===== config.mk =====
export PLATFORM = sky130hd
export DESIGN_NAME = fifo_sync_param
export DESIGN_NICKNAME = d
export VERILOG_FILES = /design/src/rtl/fifo_sync_param_pkg.sv /design/src/rtl/d_ff_sync_en.sv /design/src/rtl/fifo_ptr_wrap.sv /design/src/rtl/fifo_sync_param.sv
export SDC_FILE = /design/constraint.sdc
export NUM_CORES = 1
export LEC_CHECK = 0
export ABC_AREA = 0
export CAP_MARGIN = 20
export CORE_MARGIN = 1
export CORE_UTILIZATION = 55
export DETAILED_ROUTE_END_ITERATION = 8
export GPL_TIMING_DRIVEN = 0
export PLACE_DENSITY = 0.76
export SLEW_MARGIN = 10
export SYNTH_ARGS = -nofsm -noshare
export SYNTH_HDL_FRONTEND = slang
export SYNTH_SLANG_ARGS = --single-unit

===== constraint.sdc =====
create_clock -name clk -period 4.15 [get_ports clk]
set_clock_uncertainty 0.05 [all_clocks]
set_input_delay 0.415 -clock clk [delete_from_list [all_inputs] [get_ports clk]]
set_output_delay 0.415 -clock clk [all_outputs]
set_load 0.1 [all_outputs]

===== src/rtl/fifo_sync_param_pkg.sv =====
// Shared definitions for the parametrised synchronous FIFO: read-mode
// constants and a ceil-log2 helper for builds without $clog2.
package fifo_sync_param_pkg;

    localparam int FIFO_MODE_REG  = 0;
    localparam int FIFO_MODE_FWFT = 1;

    function automatic int clog2_f(input int value);
        int res;
        int v;
        res = 0;
        v   = value - 1;
        for (int i = 0; i < 32; i++) begin
            if (v > 0) begin
                res = res + 1;
                v   = v >> 1;
            end
        end
        return res;
    endfunction

endpackage


===== src/rtl/d_ff_sync_en.sv =====
// Generic register with synchronous active-high reset and load enable.
module d_ff_sync_en #(
    parameter int W = 8
) (
    input  logic         clk,
    input  logic         rst,
    input  logic         en,
    input  logic [W-1:0] d,
    output logic [W-1:0] q
);

    logic [W-1:0] q_q;

    // Load on enable, clear on reset
    always_ff @(posedge clk) begin
        if (rst) begin
            q_q <= '0;
        end else if (en) begin
            q_q <= d;
        end else begin
            q_q <= q_q;
        end
    end

    assign q = q_q;

endmodule


===== src/rtl/fifo_ptr_wrap.sv =====
// Pointer register that counts 0..DEPTH-1 and wraps explicitly, so
// non-power-of-two depths never alias into unused entries.
module fifo_ptr_wrap #(
    parameter int PTR_W = 4,
    parameter int DEPTH = 16
) (
    input  logic             clk,
    input  logic             rst,
    input  logic             inc,
    output logic [PTR_W-1:0] ptr
);

    logic [PTR_W-1:0] ptr_q;
    logic [PTR_W-1:0] ptr_d;

    // Next pointer: hold, advance, or wrap at the last entry
    always_comb begin
        ptr_d = ptr_q;
        if (inc) begin
            if (ptr_q == PTR_W'(DEPTH - 1)) begin
                ptr_d = '0;
            end else begin
                ptr_d = ptr_q + PTR_W'(1);
            end
        end else begin
            ptr_d = ptr_q;
        end
    end

    // Pointer state with synchronous reset
    always_ff @(posedge clk) begin
        if (rst) begin
            ptr_q <= '0;
        end else begin
            ptr_q <= ptr_d;
        end
    end

    assign ptr = ptr_q;

endmodule


===== src/rtl/fifo_sync_param.sv =====
// Parametrised single-clock FIFO with exact occupancy, programmable
// almost-flags, error pulses and selectable registered/FWFT read.
module fifo_sync_param
    import fifo_sync_param_pkg::*;
#(
    parameter int DATA_WIDTH = 8,
    parameter int DEPTH      = 16,
    parameter int AF_LEVEL   = 12,
    parameter int AE_LEVEL   = 4,
    parameter int FWFT       = 0,
    localparam int PTR_W     = $clog2(DEPTH),
    localparam int CNT_W     = $clog2(DEPTH + 1)
) (
    input  logic                  clk,
    input  logic                  rst,
    input  logic                  w_en,
    input  logic [DATA_WIDTH-1:0] WR,
    input  logic                  r_en,
    output logic [DATA_WIDTH-1:0] RD,
    output logic                  RD_VALID,
    output logic                  FULL,
    output logic                  EMPTY,
    output logic                  ALMOST_FULL,
    output logic                  ALMOST_EMPTY,
    output logic [CNT_W-1:0]      COUNT,
    output logic                  OVERFLOW,
    output logic                  UNDERFLOW
);

    if (DEPTH < 2) begin : g_chk_depth
        $error("fifo_sync_param: DEPTH must be >= 2");
    end
    if (AF_LEVEL > DEPTH) begin : g_chk_af
        $error("fifo_sync_param: AF_LEVEL must be <= DEPTH");
    end
    if (AE_LEVEL >= DEPTH) begin : g_chk_ae
        $error("fifo_sync_param: AE_LEVEL must be < DEPTH");
    end

    logic [DATA_WIDTH-1:0] mem [DEPTH];
    logic [PTR_W-1:0]      w_ptr_s;
    logic [PTR_W-1:0]      r_ptr_s;
    logic [CNT_W-1:0]      count_q;
    logic [CNT_W-1:0]      count_d;
    logic                  full_s;
    logic                  empty_s;
    logic                  wr_acc_s;
    logic                  rd_acc_s;
    logic                  ovf_q;
    logic                  unf_q;

    // Flags come straight from the registered count; a full FIFO never
    // writes-through and an empty one never reads-through.
    assign full_s   = (count_q == CNT_W'(DEPTH));
    assign empty_s  = (count_q == '0);
    assign wr_acc_s = w_en & ~full_s;
    assign rd_acc_s = r_en & ~empty_s;

    fifo_ptr_wrap #(.PTR_W(PTR_W), .DEPTH(DEPTH)) u_w_ptr (
        .clk (clk),
        .rst (rst),
        .inc (wr_acc_s),
        .ptr (w_ptr_s)
    );

    fifo_ptr_wrap #(.PTR_W(PTR_W), .DEPTH(DEPTH)) u_r_ptr (
        .clk (clk),
        .rst (rst),
        .inc (rd_acc_s),
        .ptr (r_ptr_s)
    );

    // Occupancy next-state from the accepted write/read pair
    always_comb begin
        count_d = count_q;
        case ({wr_acc_s, rd_acc_s})
            2'b10:   count_d = count_q + CNT_W'(1);
            2'b01:   count_d = count_q - CNT_W'(1);
            default: count_d = count_q;
        endcase
    end

    // Count and error-pulse registers
    always_ff @(posedge clk) begin
        if (rst) begin
            count_q <= '0;
            ovf_q   <= 1'b0;
            unf_q   <= 1'b0;
        end else begin
            count_q <= count_d;
            ovf_q   <= w_en & full_s;
            unf_q   <= r_en & empty_s;
        end
    end

    // Storage array, deliberately not reset
    always_ff @(posedge clk) begin
        if (wr_acc_s) begin
            mem[w_ptr_s] <= WR;
        end
    end

    if (FWFT == FIFO_MODE_REG) begin : g_rd_reg
        logic rd_valid_q;

        d_ff_sync_en #(.W(DATA_WIDTH)) u_rd_reg (
            .clk (clk),
            .rst (rst),
            .en  (rd_acc_s),
            .d   (mem[r_ptr_s]),
            .q   (RD)
        );

        // One-cycle valid pulse alongside each newly loaded word
        always_ff @(posedge clk) begin
            if (rst) begin
                rd_valid_q <= 1'b0;
            end else begin
                rd_valid_q <= rd_acc_s;
            end
        end

        assign RD_VALID = rd_valid_q;
    end else begin : g_rd_fwft
        assign RD       = mem[r_ptr_s];
        assign RD_VALID = ~empty_s;
    end

    assign FULL         = full_s;
    assign EMPTY        = empty_s;
    assign ALMOST_FULL  = (count_q >= CNT_W'(AF_LEVEL));
    assign ALMOST_EMPTY = (count_q <= CNT_W'(AE_LEVEL));
    assign COUNT        = count_q;
    assign OVERFLOW     = ovf_q;
    assign UNDERFLOW    = unf_q;

endmodule

==> impl_metrics.yaml <==
floorplanning:
  start_util_pct: 57.3
  dieArea_mm2: 0.0119
  fp-row-count: 38
  die_w_um: 109
  pin_count: 32
  die_y_um: 109
  coreArea_mm2: 0.0110
setup_path:
  critPathKind: "register to output pin"
  critPathTopFamily: "buffers and inverters"
  crit_buf_inv: 2
  crit_chain: "buf_6, or4_4, nor2_1, clkdlybuf4s50_1"
  cpPeakStageDelay_ns: 1.15
  crit_slowest_cell: "clkdlybuf4s50_1"
  cp-endpoint: "EMPTY"
  r2r-start: "COUNT[1]"
  critPathMaxFanout: 10
  reg2reg_to: "COUNT[4]"
  crit_arrival_ns: 2.76
  path_depth: 4
  crit_path_start: "COUNT[1]"
  startpoint_type: "register"
  endpoint_kind: "output pin"
  r2r_slack_ns: 1.11
  crit_required_ns: 3.68
  reg2reg_depth: 12
synthesis:
  synth_fa_ha_area_share_pct: 1.79
  yosysSeqAreaShare_pct: 68.7
  synth_compound_area_share_pct: 6.76
  synth_edf_count: 128
  synth-xor-area-share_pct: 0.696
  synth.distinct_cells: 47
  synth_ff_type: "edfxtp_1"
  synth_top_family_by_area: "multiplexers"
  synthTopCellsByArea: "edfxtp_1, dfxtp_1, mux4_2"
  syn_inst: 378
  synth_fp_nets: 399
  synthMuxAreaShare_pct: 13.1
  yosysMostFrequentCell: "edfxtp_1"
  yosys.area.top_type: "edfxtp_1"
  synthDominantCellAreaShare_pct: 61.1
  synth_async_sr_flop_share_pct: 0
  avgSynthCellArea_um2: 16.6
  synthSimpleGateAreaFrac_pct: 6.10
  yosysWarnings: 0
  ys_ff_latch: 152
  synth_area_mm2: 0.00629
  synth_common_cells: "edfxtp_1, nor2_1, mux2i_1, dfxtp_1, mux4_2"
global_route:
  grt_max_degree: 17
  grt-ovfl-total: 0
  grt_use_total_pct: 23.6
  grt_pass1_vias: 3434
  grt_pass1_wl_um: 19300
  antenna_found_initial: 0
route:
  vias: 3481
  drc: 0
  drt_wl_total_um: 12500
  viasPerCell: 5.96
  postRouteAntennaNets: 0
  drt_iter0_drc: 213
  avgRoutedWirePerCell_um: 21.5
  drt-pass1-iter-count: 4
clock_network:
  root_buffer: "clkbuf_16"
  postCtsResizedCells: 0
  cts_buffer_depth: 2
  clkSinkCount: 152
  clk_pin_slew_ns: 0.06
  htreeDepth: 4
  cts_hold_buf: 0
  clk_latency_ns: 0.42
  tritoncts: "done"
  cts_made_buffers: 17
  post_cts_buffers: 0
power_and_ir_drop:
  power_mw: 5.15
  p_leak_nw: 2.43
  ir_drop_v: 0.000565
  power.density_mw_per_mm2: 696
outcome:
  status: "complete, no violations"
sta:
  setup-tns-final_ns: 0
  rsz0062_at_grt: "no"
  period_minus_slack_ns: 3.22
  finalMaxSlewViolations: 0
  slew_headroom_pct: 34.1
  setup_viol: 0
  max_slew.worst_pin.slew_ns: 0.986
  max_freq_mhz: 310
  hold_violations: 0
  min_period_over_period_pct: 77.6
cells_and_area:
  final_util_pct: 67.3
  antenna_cells: 0
  areaGrowthSynthToFinish_pct: 17.5
  drive_above_1_share_pct: 20.7
  fin_cells: 584
  num-nets-final: 452
flow_run:
  cap_violations: 0
place:
  io_buffers: 30
  place_hpwl_um: 8240
  dp_cells: 552
  gp_congestion: 0.777
hold_path:
  min_path_cells: 3
  min_from: "rst"
  min_path_type: "input port to register"
[sequential cells by signal (all words and copies together) (netlist names)]
name                 cells
u_r_ptr.ptr              4
UNDERFLOW                1
g_rd_reg.u_rd_reg.q      8
RD_VALID                 1
u_w_ptr.ptr              4
COUNT                    5
mem                    128
OVERFLOW                 1
[per-layer routing]
| layer | part of all wire [%] | vias up | track usage [%] |
|---|---|---|---|
| li1 | - | 1599 | - |
| met1 | 44 | 1745 | 32.4 |
| met2 | 48 | 120 | 37.2 |
| met3 | 5.7 | 17 | 4.18 |
| met4 | 1.8 | 0 | 10.7 |
| met5 | 0 | - | 0 |
[cell families (layout without fill, tap and decap cells)]
family,Yosys count,after routing
adders and majority gates,9,9
muxes,51,51
DFF,152,152
and+or+nand+nor,78,78
xor gates and xnor gates,5,5
AOI/OAI and AO/OA,52,52
buffers and inverters,31,97
[through the flow]
stage,cell area [um2],worst slack (ns),hold WS [ns]
2_1_floorplan,6290,0.570,0.464
3_3_place_gp,6770,0.925,0.472
3_5_place_dp,6790,0.890,0.478
4_1_cts,7390,0.921,0.375
5_1_grt,7390,0.844,0.427
6_report,7390,0.929,0.387
[report_power, final]
part,switching [mW],leakage [nW],internal [mW],total [mW]
Sequential,0.0710,1.35,1.76,1.83
Clock,0.614,0.281,0.944,1.56
Combinational,1.20,0.794,0.558,1.76
[worst min-delay path, cell delays in order]
cell and delay, ns:
clkbuf_1 0.17, nor2_1 0.14, a311o_1 0.11
[cell usage in the layout (no fill, tap or decap), types with 3 or more instances in the layout]
| cell type | count |
|---|---|
| a211o_1 | 3 |
| a21oi_1 | 16 |
| a311oi_2 | 9 |
| buf_2 | 8 |
| buf_4 | 3 |
| buf_6 | 6 |
| bufinv_16 | 3 |
| clkbuf_1 | 9 |
| clkbuf_16 | 17 |
| clkdlybuf4s50_1 | 30 |
| clkinv_2 | 3 |
| clkinv_4 | 3 |
| clkinvlp_4 | 5 |
| dfxtp_1 | 24 |
| edfxtp_1 | 128 |
| ha_1 | 9 |
| inv_1 | 7 |
| mux2i_1 | 27 |
| mux4_1 | 4 |
| mux4_2 | 20 |
| nand2_1 | 15 |
| nand2b_1 | 4 |
| nor2_1 | 30 |
| nor3_1 | 9 |
| o22ai_1 | 8 |
| or2_2 | 8 |
| xor2_1 | 4 |
[how the worst min path moves through the flow]
stage | endpoint
after floorplan | mem[0][0]
after global routing | COUNT[3]
after CTS | COUNT[3]
final | COUNT[3]
after detailed placement | g_rd_reg.u_rd_reg.q[7]
after global placement | g_rd_reg.u_rd_reg.q[7]
[layout make-up]
class                   instances  area [um2]
flip-flops and latches        152        4320
fillers                       743        3590
multi-input cells             195        1790
clock buffers                  17         425
repair buffers                 34         320
clock inverters                15         178
well taps                     140         175
plain buffers                  23         148
inverters                       8        30.0
(Power assumes the default switching activity.)
